[src/rtl/spi_pkg.sv]
// Shared types and width helpers for the SPI command link (serializer and deserializer).
package spi_pkg;

    typedef enum logic [1:0] {
        IDLE,
        SKIP,
        SHIFT
    } state_t;

    localparam int OPCODEW = 2;
    localparam int ADDRW   = 8;
    localparam int DATAW   = 8;

    // Bits needed to hold a counter that runs 0..max_val, never narrower than 1.
    function automatic int cnt_w(input int max_val);
        return (max_val < 1) ? 1 : $clog2(max_val + 1);
    endfunction

endpackage

[src/rtl/spi_rx_buf.sv]
// Two-entry FIFO between the SPI shifter and a valid/ready consumer.
// Words arriving while full are dropped and latch a sticky overflow flag.
module spi_rx_buf #(
    parameter int W = 8
) (
    input  logic         clk,
    input  logic         rst,
    input  logic         push,
    input  logic [W-1:0] push_data,
    input  logic         ready_in,
    output logic [W-1:0] data_out,
    output logic         valid_out,
    output logic         full,
    output logic         overflow
);

    logic [W-1:0] head_q, head_d;
    logic [W-1:0] tail_q, tail_d;
    logic [1:0]   count_q, count_d;
    logic         ovf_q, ovf_d;
    logic         pop;

    always_comb begin
        head_d  = head_q;
        tail_d  = tail_q;
        count_d = count_q;
        ovf_d   = ovf_q;
        pop     = (count_q != 2'd0) && ready_in;
        case ({push, pop})
            2'b10: begin
                case (count_q)
                    2'd0: begin
                        head_d  = push_data;
                        count_d = 2'd1;
                    end
                    2'd1: begin
                        tail_d  = push_data;
                        count_d = 2'd2;
                    end
                    default: ovf_d = 1'b1;
                endcase
            end
            2'b01: begin
                if (count_q == 2'd2) begin
                    head_d = tail_q;
                end
                count_d = count_q - 2'd1;
            end
            2'b11: begin
                // Occupancy is unchanged: the popped head is replaced in order.
                if (count_q == 2'd2) begin
                    head_d = tail_q;
                    tail_d = push_data;
                end else begin
                    head_d = push_data;
                end
            end
            default: ;
        endcase
    end

    always_ff @(posedge clk) begin
        if (rst) begin
            head_q  <= '0;
            tail_q  <= '0;
            count_q <= 2'd0;
            ovf_q   <= 1'b0;
        end else begin
            head_q  <= head_d;
            tail_q  <= tail_d;
            count_q <= count_d;
            ovf_q   <= ovf_d;
        end
    end

    assign data_out  = head_q;
    assign valid_out = (count_q != 2'd0);
    assign full      = (count_q == 2'd2);
    assign overflow  = ovf_q;

endmodule

[src/rtl/spi_deserializer.sv]
// Receive side of the SPI command link: skips opcode+address, assembles MSB-first words.
// Define SPI_DESER_PARITY_EN to expect a trailing even-parity bit after each word.
module spi_deserializer #(
    parameter int OPCODEW   = spi_pkg::OPCODEW,
    parameter int ADDRW     = spi_pkg::ADDRW,
    parameter int SKIP_BITS = OPCODEW + ADDRW,
    parameter int DATAW     = spi_pkg::DATAW
) (
    input  logic             clk,
    input  logic             rst,
    input  logic             n_cs,
    input  logic             spi_clk,
    input  logic             miso,
    output logic [DATAW-1:0] data_out,
    output logic             valid_out,
    input  logic             ready_in,
    output logic             frame_err,
    output logic             overflow,
    output logic             parity_err
);

    import spi_pkg::*;

    localparam int SKW = cnt_w(SKIP_BITS);
    localparam int BCW = cnt_w(DATAW);

    localparam logic [SKW-1:0] SKIP_LAST = SKW'(SKIP_BITS - 1);
`ifdef SPI_DESER_PARITY_EN
    localparam logic [BCW-1:0] PAR_BIT   = BCW'(DATAW);
`else
    localparam logic [BCW-1:0] DATA_LAST = BCW'(DATAW - 1);
`endif

    logic             spi_clk_q, n_cs_q;
    logic             rise, start, stop;
    state_t           state_q, state_d;
    logic [SKW-1:0]   skip_cnt_q, skip_cnt_d;
    logic [BCW-1:0]   bit_cnt_q, bit_cnt_d;
    logic [DATAW-1:0] shreg_q, shreg_d;
    logic             frame_err_q, frame_err_d;
    logic             parity_err_q, parity_err_d;
    logic             push;
    logic [DATAW-1:0] push_data;
    logic             buf_full_unused;

    // n_cs_q resets low so a frame already running at reset release is not picked up.
    assign rise  = spi_clk & ~spi_clk_q;
    assign start = ~n_cs & n_cs_q;
    assign stop  = n_cs & ~n_cs_q;

    always_comb begin
        state_d      = state_q;
        skip_cnt_d   = skip_cnt_q;
        bit_cnt_d    = bit_cnt_q;
        shreg_d      = shreg_q;
        frame_err_d  = 1'b0;
        parity_err_d = 1'b0;
        push         = 1'b0;
        case (state_q)
            IDLE: begin
                if (start) begin
                    skip_cnt_d = '0;
                    bit_cnt_d  = '0;
                    if (SKIP_BITS == 0) state_d = SHIFT;
                    else                state_d = SKIP;
                end
            end
            SKIP: begin
                if (stop) begin
                    state_d = IDLE;
                end else if (rise) begin
                    if (skip_cnt_q == SKIP_LAST) begin
                        skip_cnt_d = '0;
                        state_d    = SHIFT;
                    end else begin
                        skip_cnt_d = skip_cnt_q + 1'b1;
                    end
                end
            end
            SHIFT: begin
                if (stop) begin
                    state_d     = IDLE;
                    bit_cnt_d   = '0;
                    frame_err_d = (bit_cnt_q != '0);
                end else if (rise) begin
`ifdef SPI_DESER_PARITY_EN
                    if (bit_cnt_q == PAR_BIT) begin
                        bit_cnt_d = '0;
                        if ((^shreg_q) == miso) push = 1'b1;
                        else                    parity_err_d = 1'b1;
                    end else begin
                        shreg_d   = {shreg_q[DATAW-2:0], miso};
                        bit_cnt_d = bit_cnt_q + 1'b1;
                    end
`else
                    shreg_d = {shreg_q[DATAW-2:0], miso};
                    if (bit_cnt_q == DATA_LAST) begin
                        bit_cnt_d = '0;
                        push      = 1'b1;
                    end else begin
                        bit_cnt_d = bit_cnt_q + 1'b1;
                    end
`endif
                end
            end
            default: state_d = IDLE;
        endcase
        push_data = shreg_d;
    end

    always_ff @(posedge clk) begin
        if (rst) begin
            spi_clk_q    <= 1'b0;
            n_cs_q       <= 1'b0;
            state_q      <= IDLE;
            skip_cnt_q   <= '0;
            bit_cnt_q    <= '0;
            shreg_q      <= '0;
            frame_err_q  <= 1'b0;
            parity_err_q <= 1'b0;
        end else begin
            spi_clk_q    <= spi_clk;
            n_cs_q       <= n_cs;
            state_q      <= state_d;
            skip_cnt_q   <= skip_cnt_d;
            bit_cnt_q    <= bit_cnt_d;
            shreg_q      <= shreg_d;
            frame_err_q  <= frame_err_d;
            parity_err_q <= parity_err_d;
        end
    end

    spi_rx_buf #(.W(DATAW)) u_buf (
        .clk       (clk),
        .rst       (rst),
        .push      (push),
        .push_data (push_data),
        .ready_in  (ready_in),
        .data_out  (data_out),
        .valid_out (valid_out),
        .full      (buf_full_unused),
        .overflow  (overflow)
    );

    assign frame_err = frame_err_q;
`ifdef SPI_DESER_PARITY_EN
    assign parity_err = parity_err_q;
`else
    assign parity_err = 1'b0;
`endif

endmodule
[config.mk]
export PLATFORM = sky130hd
export DESIGN_NAME = spi_deserializer
export DESIGN_NICKNAME = d
export VERILOG_FILES = /design/src/rtl/spi_pkg.sv /design/src/rtl/spi_rx_buf.sv /design/src/rtl/spi_deserializer.sv
export SDC_FILE = /design/constraint.sdc
export NUM_CORES = 1
export LEC_CHECK = 0
export ABC_AREA = 1
export CORE_ASPECT_RATIO = 0.5
export CORE_MARGIN = 2
export CORE_UTILIZATION = 55
export DETAILED_ROUTE_END_ITERATION = 16
export GPL_TIMING_DRIVEN = 0
export PLACE_DENSITY = 0.84
export RECOVER_POWER = 25
export SETUP_SLACK_MARGIN = 0.5
export SYNTH_ARGS = -nofsm -noshare
export SYNTH_HDL_FRONTEND = slang
export SYNTH_SLANG_ARGS = --single-unit
[constraint.sdc]
create_clock -name clk -period 2.9 [get_ports clk]
set_clock_uncertainty 0.2 [all_clocks]
set_input_delay 0.58 -clock clk [delete_from_list [all_inputs] [get_ports clk]]
set_output_delay 0.58 -clock clk [all_outputs]
set_load 0.02 [all_outputs]
Word-level counts from Yosys, hierarchy flattened
Cells that the tools add are included.

Bits in writable memories: 0. Memories kept: 0. Memory bits (read-only): 0. Output and inout port bits: 12. Input port bits: 6. Bits in registers: 40. Latch bits: 0.

$add $sub $neg: 3. Equal/unequal tests: 21. Multipliers: 0. Magnitude comparators: 0. Shift-type cells: 0. Reductions and logical operators: 19. Bitwise logic cells: 9. Div/mod/pow operators: 0. Multiplexer cells: 31.

Operators with widths (count): $mux 8 (8); $mux 4 (7); $pmux 8 s3 (1); $pmux 4 s2 (2); $pmux 8 s2 (1); $ne 2x2->1 const B (6); $mux 2 (5); $reduce_bool 2->1 (5); $ne 3x3->1 const B (3); $reduce_and 3->1 (3); $add 4x1->4 const B (2); $eq 2x2->1 const B (4); $pmux 2 s2 (2); $reduce_and 4->1 (2); $eq 2x1->1 const B (3); $not 1->1 (6); $pmux 2 s3 (1); $eq 4x3->1 const B (1); $eq 4x4->1 const B (1); $logic_not 2->1 (2); $mux 1 (4); $ne 2x1->1 const B (2); $reduce_and 2->1 (2); $reduce_bool 4->1 (1); other kinds (7) (9).

Logic depth before layout (Yosys ltp)
Gate-level depths: netlist of the first run.

Word-level depth: 8. Depth in mapped cells: 13.

Modules after synthesis
A second synthesis of the first run with hierarchy kept.

Cells, all modules: 332. Area, all modules: 2218.4 µm².

Modules (own cells, without submodules): spi_rx_buf (times used 1, cells an instance 175, sequential area each 380.4 µm², area an instance 1121.1 µm²); spi_deserializer (times used 1, cells an instance 157, sequential area each 420.4 µm², area an instance 1097.3 µm²).

Least setup slack after synthesis of the first run
OpenSTA, ideal clock, no wires.

Kind: in2reg. Start: input port spi_clk. End: register u_buf.head_q[0] (netlist: u_buf.data_out[0]). Slack: 580 ps. Library setup time: 117 ps. Cell stages on the path: 11. Data arrival time: 2003 ps. Path through: nand2_1 -> inv_2 -> nand3_4 -> nor2_1 -> inv_1 -> ha_1 -> a21oi_1 -> nand2_1 -> buf_4 -> nor2_1 -> a21oi_1.

Longest elaborated chain between the ends: 7.

Ends and longest elaborated chain: start: declaration (RTL line spi_deserializer.sv:12) `input logic spi_clk,`; $and 1x1->1 (*) (RTL line spi_deserializer.sv:47) `assign rise = spi_clk & ~spi_clk_q;`; $mux 1 (RTL line spi_deserializer.sv:85) `end else if (rise) begin`; $mux 1 (RTL line spi_deserializer.sv:81) `if (stop) begin`; $mux 1 (RTL line spi_deserializer.sv:59) `case (state_q)`; $eq 2x2->1 or $eq 2x1->1 (tied branches) (RTL line spi_rx_buf.sv:29) `case ({push, pop})`; $ne 2x1->1 (no source line), or another cell as far along; $reduce_and 3->1 (no source line); end signal: assignment (RTL line spi_rx_buf.sv:64) `head_q <= '0;`; end signal: assignment (RTL line spi_rx_buf.sv:69) `head_q <= head_d;`; end: declaration (RTL line spi_rx_buf.sv:17) `logic [W-1:0] head_q, head_d;`.

Mark *: on every way between the ends. The rest lies on a longest branch, timed or not. The select of a mux whose other input is x is not followed. A chain may end at the register's enable or synchronous reset.

Worst setup path in the final report of the first run
Start: register u_buf.count_q[1]. End: register u_buf.tail_q[5].

Longest elaborated chain between the ends: 5.

Ends and longest elaborated chain: start: declaration (RTL line spi_rx_buf.sv:19) `logic [1:0] count_q, count_d;`; start signal: assignment (RTL line spi_rx_buf.sv:71) `count_q <= count_d;`; $reduce_bool 2->1 (RTL line spi_rx_buf.sv:28) `pop = (count_q != 2'd0) && ready_in;`; $logic_and 1x1->1 (RTL line spi_rx_buf.sv:28); $eq 2x2->1 (RTL line spi_rx_buf.sv:29); $ne 2x1->1 (no source line), or another cell as far along; $reduce_and 3->1 (no source line); end signal: assignment (RTL line spi_rx_buf.sv:70) `tail_q <= tail_d;`; end: declaration (RTL line spi_rx_buf.sv:18) `logic [W-1:0] tail_q, tail_d;`.

Parallel ways exist; a longest one is shown, timed or not.

==> results.sh, run 1 <==
export IMPL_finalNetCount=364
export IMPL_ys_seq_area_frac=0.377
export IMPL_cts_sinks=40
export IMPL_pwr_share_seq=0.552
export IMPL_leakage_nw=1.16
export IMPL_grt_pass1_wl_um=8120
export IMPL_portBuffers=15
export IMPL_final_common_cell="nand2_1"
export IMPL_p_int_uw=766
export IMPL_nFillCells=282
export IMPL_irDropWorstVdd_mv=0.262
export IMPL_crit_slowest_cell="dfxtp_1"
export IMPL_routed_wl_um=4910
export IMPL_clkLatencyLatePin_ps=300
export IMPL_finalCritPeriodShare=0.780
export IMPL_mostFrequentLayoutCells="nand2_1 (77), inv_1 (54), dfxtp_1 (40), nor2_1 (34), a21oi_1 (21)"
export IMPL_core_area_um2=3570
export IMPL_wl_per_cell_um=12.3
export IMPL_clock_path_buffers=2
export IMPL_multiInputGateArea_um2=1110
export IMPL_h_tree_depth=2
export IMPL_synth_nets=335
export IMPL_clock_fmax_ghz=0.442
export IMPL_num_antenna_cells=0
export IMPL_dp_final_hpwl_um=3290
export IMPL_switching_share=0.243
export IMPL_antenna_found_initial=0
export IMPL_root_buffer="clkbuf_8"
export IMPL_grt_max_degree=13
export IMPL_regArea_um2=801
export IMPL_critPathBufInv=5
export IMPL_fin_setup_tns_ps=0
export IMPL_yosys_area_share_simple=0.333
export IMPL_die_y_um=48.0
export IMPL_hp_class="reg -> reg"
export IMPL_clockPowerShare=0.388
export IMPL_drive_gt1_frac=0.129
export IMPL_synth_top_family_by_area="simple AND/OR/NAND/NOR gates"
export IMPL_cp_required_ps=2900
export IMPL_dieArea_um2=4410
export IMPL_synth_seq_cells=40
export IMPL_synthMuxAreaShare=0
export IMPL_powerDensity_nw_per_um2=395
export IMPL_gp_congestion=0.868
export IMPL_finalCriticalPeriod_ps=2260
export IMPL_synth_xor_area_share=0.00824
export IMPL_synthAdderAreaFrac=0.0648
export IMPL_power_mw=1.01
export IMPL_synthCells=318
export IMPL_ant_nets=0
export IMPL_synthToLayoutAreaGrowth_pct=20.6
export IMPL_initial_core_util=0.596
export IMPL_syn_area_um2=2120
export IMPL_comb_power_share=0.060
export IMPL_critical_path_arrival_ps=2270
export IMPL_row_count=15
export IMPL_io_pins=18
export IMPL_grt_pass1_vias=1852
export IMPL_drv_slew=0
export IMPL_drcViolationCount=0
export IMPL_synth_cell_type_count=26
export IMPL_cp_start_kind="flop"
export IMPL_maxCapViolCount=0
export IMPL_firstDrtPassIters=4
export IMPL_outcome="finished, final reports clean"
export IMPL_syn_area_per_cell_um2=6.68
export IMPL_crit_type="reg -> reg"
export IMPL_cts_tree="built"
export IMPL_drt_iter0_drc=159
export IMPL_cp_cell_sequence="inv_1 -> ha_1 -> inv_1 -> nand2_2 -> inv_2 -> ha_2 -> nand2_1 -> nand2_1 -> nor2_4 -> inv_4 -> a21oi_1 -> nand2_1 -> inv_1"
export IMPL_synth_compound_area_share=0.0878
export IMPL_cp_top_family="simple AND/OR/NAND/NOR gates"
export IMPL_worst_pin_slew_ps=595
export IMPL_grt_use_total=0.243
export IMPL_setup_violations=0
export IMPL_grt_remaining_overflow=0
export IMPL_whs_ps=279
export IMPL_rsz0062_at_grt="no"
export IMPL_cts_buffers=5
export IMPL_viasPerCell=5.18
export IMPL_cp_max_fo=11
export IMPL_clkTransAtPathRegs_ps=80
export IMPL_die_width_um=91.9
export IMPL_yosysWarnings=0
export IMPL_power_switching_uw=246
export IMPL_num_vias=2067
export IMPL_final_util=0.719
export IMPL_finalHoldViolCount=0
export IMPL_crit_path_end_kind="flop"
export IMPL_slew_headroom=0.603
export IMPL_slowest_delay_ps=370
export IMPL_cts_hold_buffers=0
[per-layer routing]
metal / GRT usage / wire length [um] / vias up
met3: 0.0551 / 328 / 7
li1: - / - / 1040
met1: 0.284 / 2220 / 946
met5: 0 / 0 / -
met4: 0.0925 / 68 / 0
met2: 0.465 / 2290 / 74
[worst register-to-register path: stages, from the launching register on]
cell and delay, ps:
dfxtp_1 370, inv_1 80, ha_1 200, inv_1 100, nand2_2 190, inv_2 160, ha_2 240, nand2_1 100
nand2_1 140, nor2_4 70, inv_4 120, a21oi_1 80, nand2_1 90, inv_1 40
[metrics by stage]
stage          cell area, um2  setup slack (ps)  cells
2_1_floorplan            2120               580    318
3_3_place_gp             2340              -444    384
3_5_place_dp             2340              -453    384
4_1_cts                  2500               484    398
5_1_grt                  2560               543    399
6_report                 2560               638    399
[power groups by stage]
stage	logic (mW)	clock network [mW]	registers (mW)
floorplan	0.0375	0	0.570
global placement	0.0527	0	0.571
detailed placement	0.0541	0	0.571
CTS	0.0586	0.394	0.558
global route	0.0682	0.414	0.559
finish	0.0611	0.392	0.558
[state kept, by name, indices dropped and copies added (netlist names)]
signal and count:
u_buf.data_out 8, u_buf.overflow 1, skip_cnt_q 4, spi_clk_q 1, state_q 2, u_buf.count_q 2
shreg_q 8, u_buf.tail_q 8, frame_err 1, n_cs_q 1, bit_cnt_q 4
[path summary, 6_finish.rpt]
kind                    startpoint         endpoint  slack, ps  cells past startpoint
setup / recovery  u_buf.count_q[1]  u_buf.tail_q[5]        640                     13
hold / removal      u_buf.overflow   u_buf.overflow        280                      2
setup reg to reg  u_buf.count_q[1]  u_buf.tail_q[5]        640                     13
hold reg to reg     u_buf.overflow   u_buf.overflow        280                      2
[Yosys cell counts (all sizes together)]
library cell / number / share of area
a21oi: 25 / 0.059
a31oi: 1 / 0.0029
buf: 6 / 0.020
clkbuf: 2 / 0.0035
conb: 1 / 0.0018
dfxtp: 40 / 0.38
ha: 11 / 0.065
inv: 59 / 0.10
nand2: 85 / 0.15
nand3: 17 / 0.046
nand3b: 3 / 0.011
nand4: 8 / 0.024
nor2: 40 / 0.079
nor3: 8 / 0.019
o21a: 1 / 0.0035
o21ai: 8 / 0.019
o21bai: 1 / 0.0035
xor2: 2 / 0.0082
[cell type report]
cell class,instances,share of cell area
inverters,59,0.0884
flip-flops and latches,40,0.312
repair buffers,22,0.0820
plain buffers,8,0.0220
well taps,51,0.0249
clock inverters,2,0.00391
multi-input cells,211,0.434
clock buffers,6,0.0322
[logic make-up after synthesis]
family / after synthesis
AND/OR/NAND/NOR: 161
buffers and inverters: 67
flip-flops: 40
AO/OA/AOI/OAI: 36
adder cells (fa/ha/maj): 11
XOR/XNOR: 2
other: 1
[repair_timing]
action                     4_1_cts  5_1_grt
gates resized for setup         11       16
pin swaps                        4        4
buffers inserted                 6        1
hold endpoints to repair         0        0
setup endpoints to repair       19       18
(Power assumes the default switching activity.)
==> run 2: changes to the inputs <==
- CORE_UTILIZATION: 55 -> 52
- clock period: 2.9 -> 2 ns (I/O delays scaled with it)
==> results.sh, run 2 (synthesis gave the netlist of run 1 again) <==
export IMPL_cp_max_fo=8
export IMPL_rr_endpoint="u_buf.tail_q[6]"
export IMPL_ff2ff_path_depth=14
export IMPL_dpl_cell_area_um2=2470
export IMPL_wl_per_cell_um=14.5
export IMPL_finalHoldViolCount=0
export IMPL_dieArea_um2=4640
export IMPL_io_pins=18
export IMPL_cts_hold_buffers=0
export IMPL_hold_path_end="u_buf.overflow"
export IMPL_cp_cell_sequence="ha_4 -> nand2_2 -> inv_2 -> nand2_4 -> nor2_4 -> buf_4 -> ha_4 -> nand2_2 -> nand2_2 -> nor2_4 -> inv_4 -> a21oi_1 -> nand2_1 -> inv_1"
export IMPL_viasPerCell=5.39
export IMPL_min_from="u_buf.overflow"
export IMPL_dp_cells=387
export IMPL_cp_required_ps=1990
export IMPL_core_area_um2=3900
export IMPL_dp_final_hpwl_um=3630
export IMPL_cts_buffers=5
export IMPL_comb_power_share=0.065
export IMPL_leakage_nw=1.26
export IMPL_antenna_found_initial=0
export IMPL_cp_start_kind="flop"
export IMPL_violations="setup timing"
export IMPL_rsz0062_at_grt="yes"
export IMPL_grt_max_degree=13
export IMPL_root_buffer="clkbuf_8"
export IMPL_multiInputGateArea_um2=1350
export IMPL_cpMostUsedCell="nand2_2"
export IMPL_fin_ws_ps=-58.4
export IMPL_grt_remaining_overflow=0
export IMPL_routed_wl_um=6030
export IMPL_stdcell_count=415
export IMPL_slowest_delay_ps=360
export IMPL_final_area_um2=2910
export IMPL_slew_headroom=0.603
export IMPL_num_vias=2236
export IMPL_clock_fmax_ghz=0.486
export IMPL_r2r_setup_slack_ps=-60
export IMPL_grt_pass1_vias=2113
export IMPL_regArea_um2=808
export IMPL_row_count=16
export IMPL_min_path_cells=2
export IMPL_drcViolationCount=0
export IMPL_switching_share=0.235
export IMPL_die_width_um=94.4
export IMPL_finalCritPeriodShare=1.03
export IMPL_clkLatencyLatePin_ps=300
export IMPL_firstDrtPassIters=5
export IMPL_worst_pin_slew_ps=596
export IMPL_synthToLayoutAreaGrowth_pct=37.1
export IMPL_p_int_mw=1.21
export IMPL_maxCapViolCount=0
export IMPL_clock_path_buffers=2
export IMPL_nFillCells=275
export IMPL_crit_slowest_cell="dfxtp_2"
export IMPL_critPathBufInv=4
export IMPL_portBuffers=15
export IMPL_drv_slew=0
export IMPL_finalCriticalPeriod_ps=2060
export IMPL_mostFrequentLayoutCells="nand2_1 (62), inv_1 (47), dfxtp_1 (34), nor2_1 (26), nand2_2 (17)"
export IMPL_initial_core_util=0.544
export IMPL_grt_pass1_wl_um=9500
export IMPL_crit_type="reg -> reg"
export IMPL_finalNetCount=377
export IMPL_grt_use_total=0.263
export IMPL_critical_path_arrival_ps=2050
export IMPL_cts_sinks=40
export IMPL_clkTransAtPathRegs_ps=80
export IMPL_setup_violations=10
export IMPL_clockPowerShare=0.423
export IMPL_h_tree_depth=2
export IMPL_final_common_cell="nand2_1"
export IMPL_drt_iter0_drc=176
export IMPL_num_antenna_cells=0
export IMPL_gp_congestion=0.860
export IMPL_hp_class="reg -> reg"
export IMPL_powerDensity_nw_per_um2=544
export IMPL_crit_path_end_kind="flop"
export IMPL_irDropWorstVdd_mv=0.384
export IMPL_cp_top_family="simple AND/OR/NAND/NOR gates"
export IMPL_ant_nets=0
export IMPL_cts_tree="built"
export IMPL_outcome="finished with violations"
export IMPL_drive_gt1_frac=0.343
export IMPL_die_y_um=49.2
export IMPL_power_mw=1.59
export IMPL_power_switching_uw=373
export IMPL_pwr_share_seq=0.512
export IMPL_rr_startpoint="bit_cnt_q[1]"
## run 2: per-layer routing
| layer | part of all wire | wire (um) | global-route usage |
|---|---|---|---|
| met1 | 0.40 | 2400 | 0.304 |
| met2 | 0.52 | 3130 | 0.474 |
| met3 | 0.057 | 343 | 0.0541 |
| met4 | 0.027 | 165 | 0.111 |
| met5 | 0 | 0 | 0 |
## run 2: final cells by class
class,instances,share of cell area
clock buffer,6,0.0249
buffer,8,0.0210
sequential,40,0.277
tap,54,0.0232
multi-input combinational,211,0.463
inverter,59,0.0838
timing repair buffer,35,0.0949
clock inverter,2,0.0120
## run 2: power by group through the flow
stage | registers (mW) | clock network [mW] | logic (mW)
final | 0.811 | 0.671 | 0.103
after global routing | 0.813 | 0.707 | 0.112
after CTS | 0.811 | 0.657 | 0.0894
after global placement | 0.828 | 0 | 0.0839
after detailed placement | 0.829 | 0 | 0.0869
after floorplan | 0.828 | 0 | 0.0610
## run 2: how the worst max path moves through the flow
stage / start / endpoint / slack, ps / cells after the start
finish: bit_cnt_q[1] / u_buf.tail_q[6] / -60 / 14
global route: bit_cnt_q[1] / u_buf.data_out[6] / -150 / 11
CTS: bit_cnt_q[1] / u_buf.data_out[4] / 20 / 13
detailed placement: n_cs / u_buf.tail_q[4] / -770 / 12
global placement: n_cs / u_buf.tail_q[0] / -700 / 12
floorplan: n_cs / u_buf.data_out[0] / 100 / 11
## run 2: timing repair
action                     in CTS  in global routing
setup endpoints to repair      49                 36
pin swaps                       9                  9
hold endpoints to repair        0                  0
cloned                          1                  0
gates resized for setup        77                 46
setup buffers                  12                  7
## run 2: worst reg2reg max path: stages, from the launching register on
cell     delay (ps)
dfxtp_2         360
ha_4            150
nand2_2          60
inv_2            80
nand2_4          60
nor2_4          150
buf_4           150
ha_4            160
nand2_2          70
nand2_2          90
nor2_4           60
inv_4           130
a21oi_1          80
nand2_1         110
inv_1            50
## run 2: stage by stage
stage          TNS, ps  setup slack [ps]   util  hold WS (ps)
6_report          -275             -58.4  0.746           286
3_5_place_dp    -13670              -773  0.632           266
2_1_floorplan        0               105      -           260
4_1_cts              0              17.3  0.710           294
3_3_place_gp    -12480              -700  0.632           268
5_1_grt          -1590              -148  0.746           314
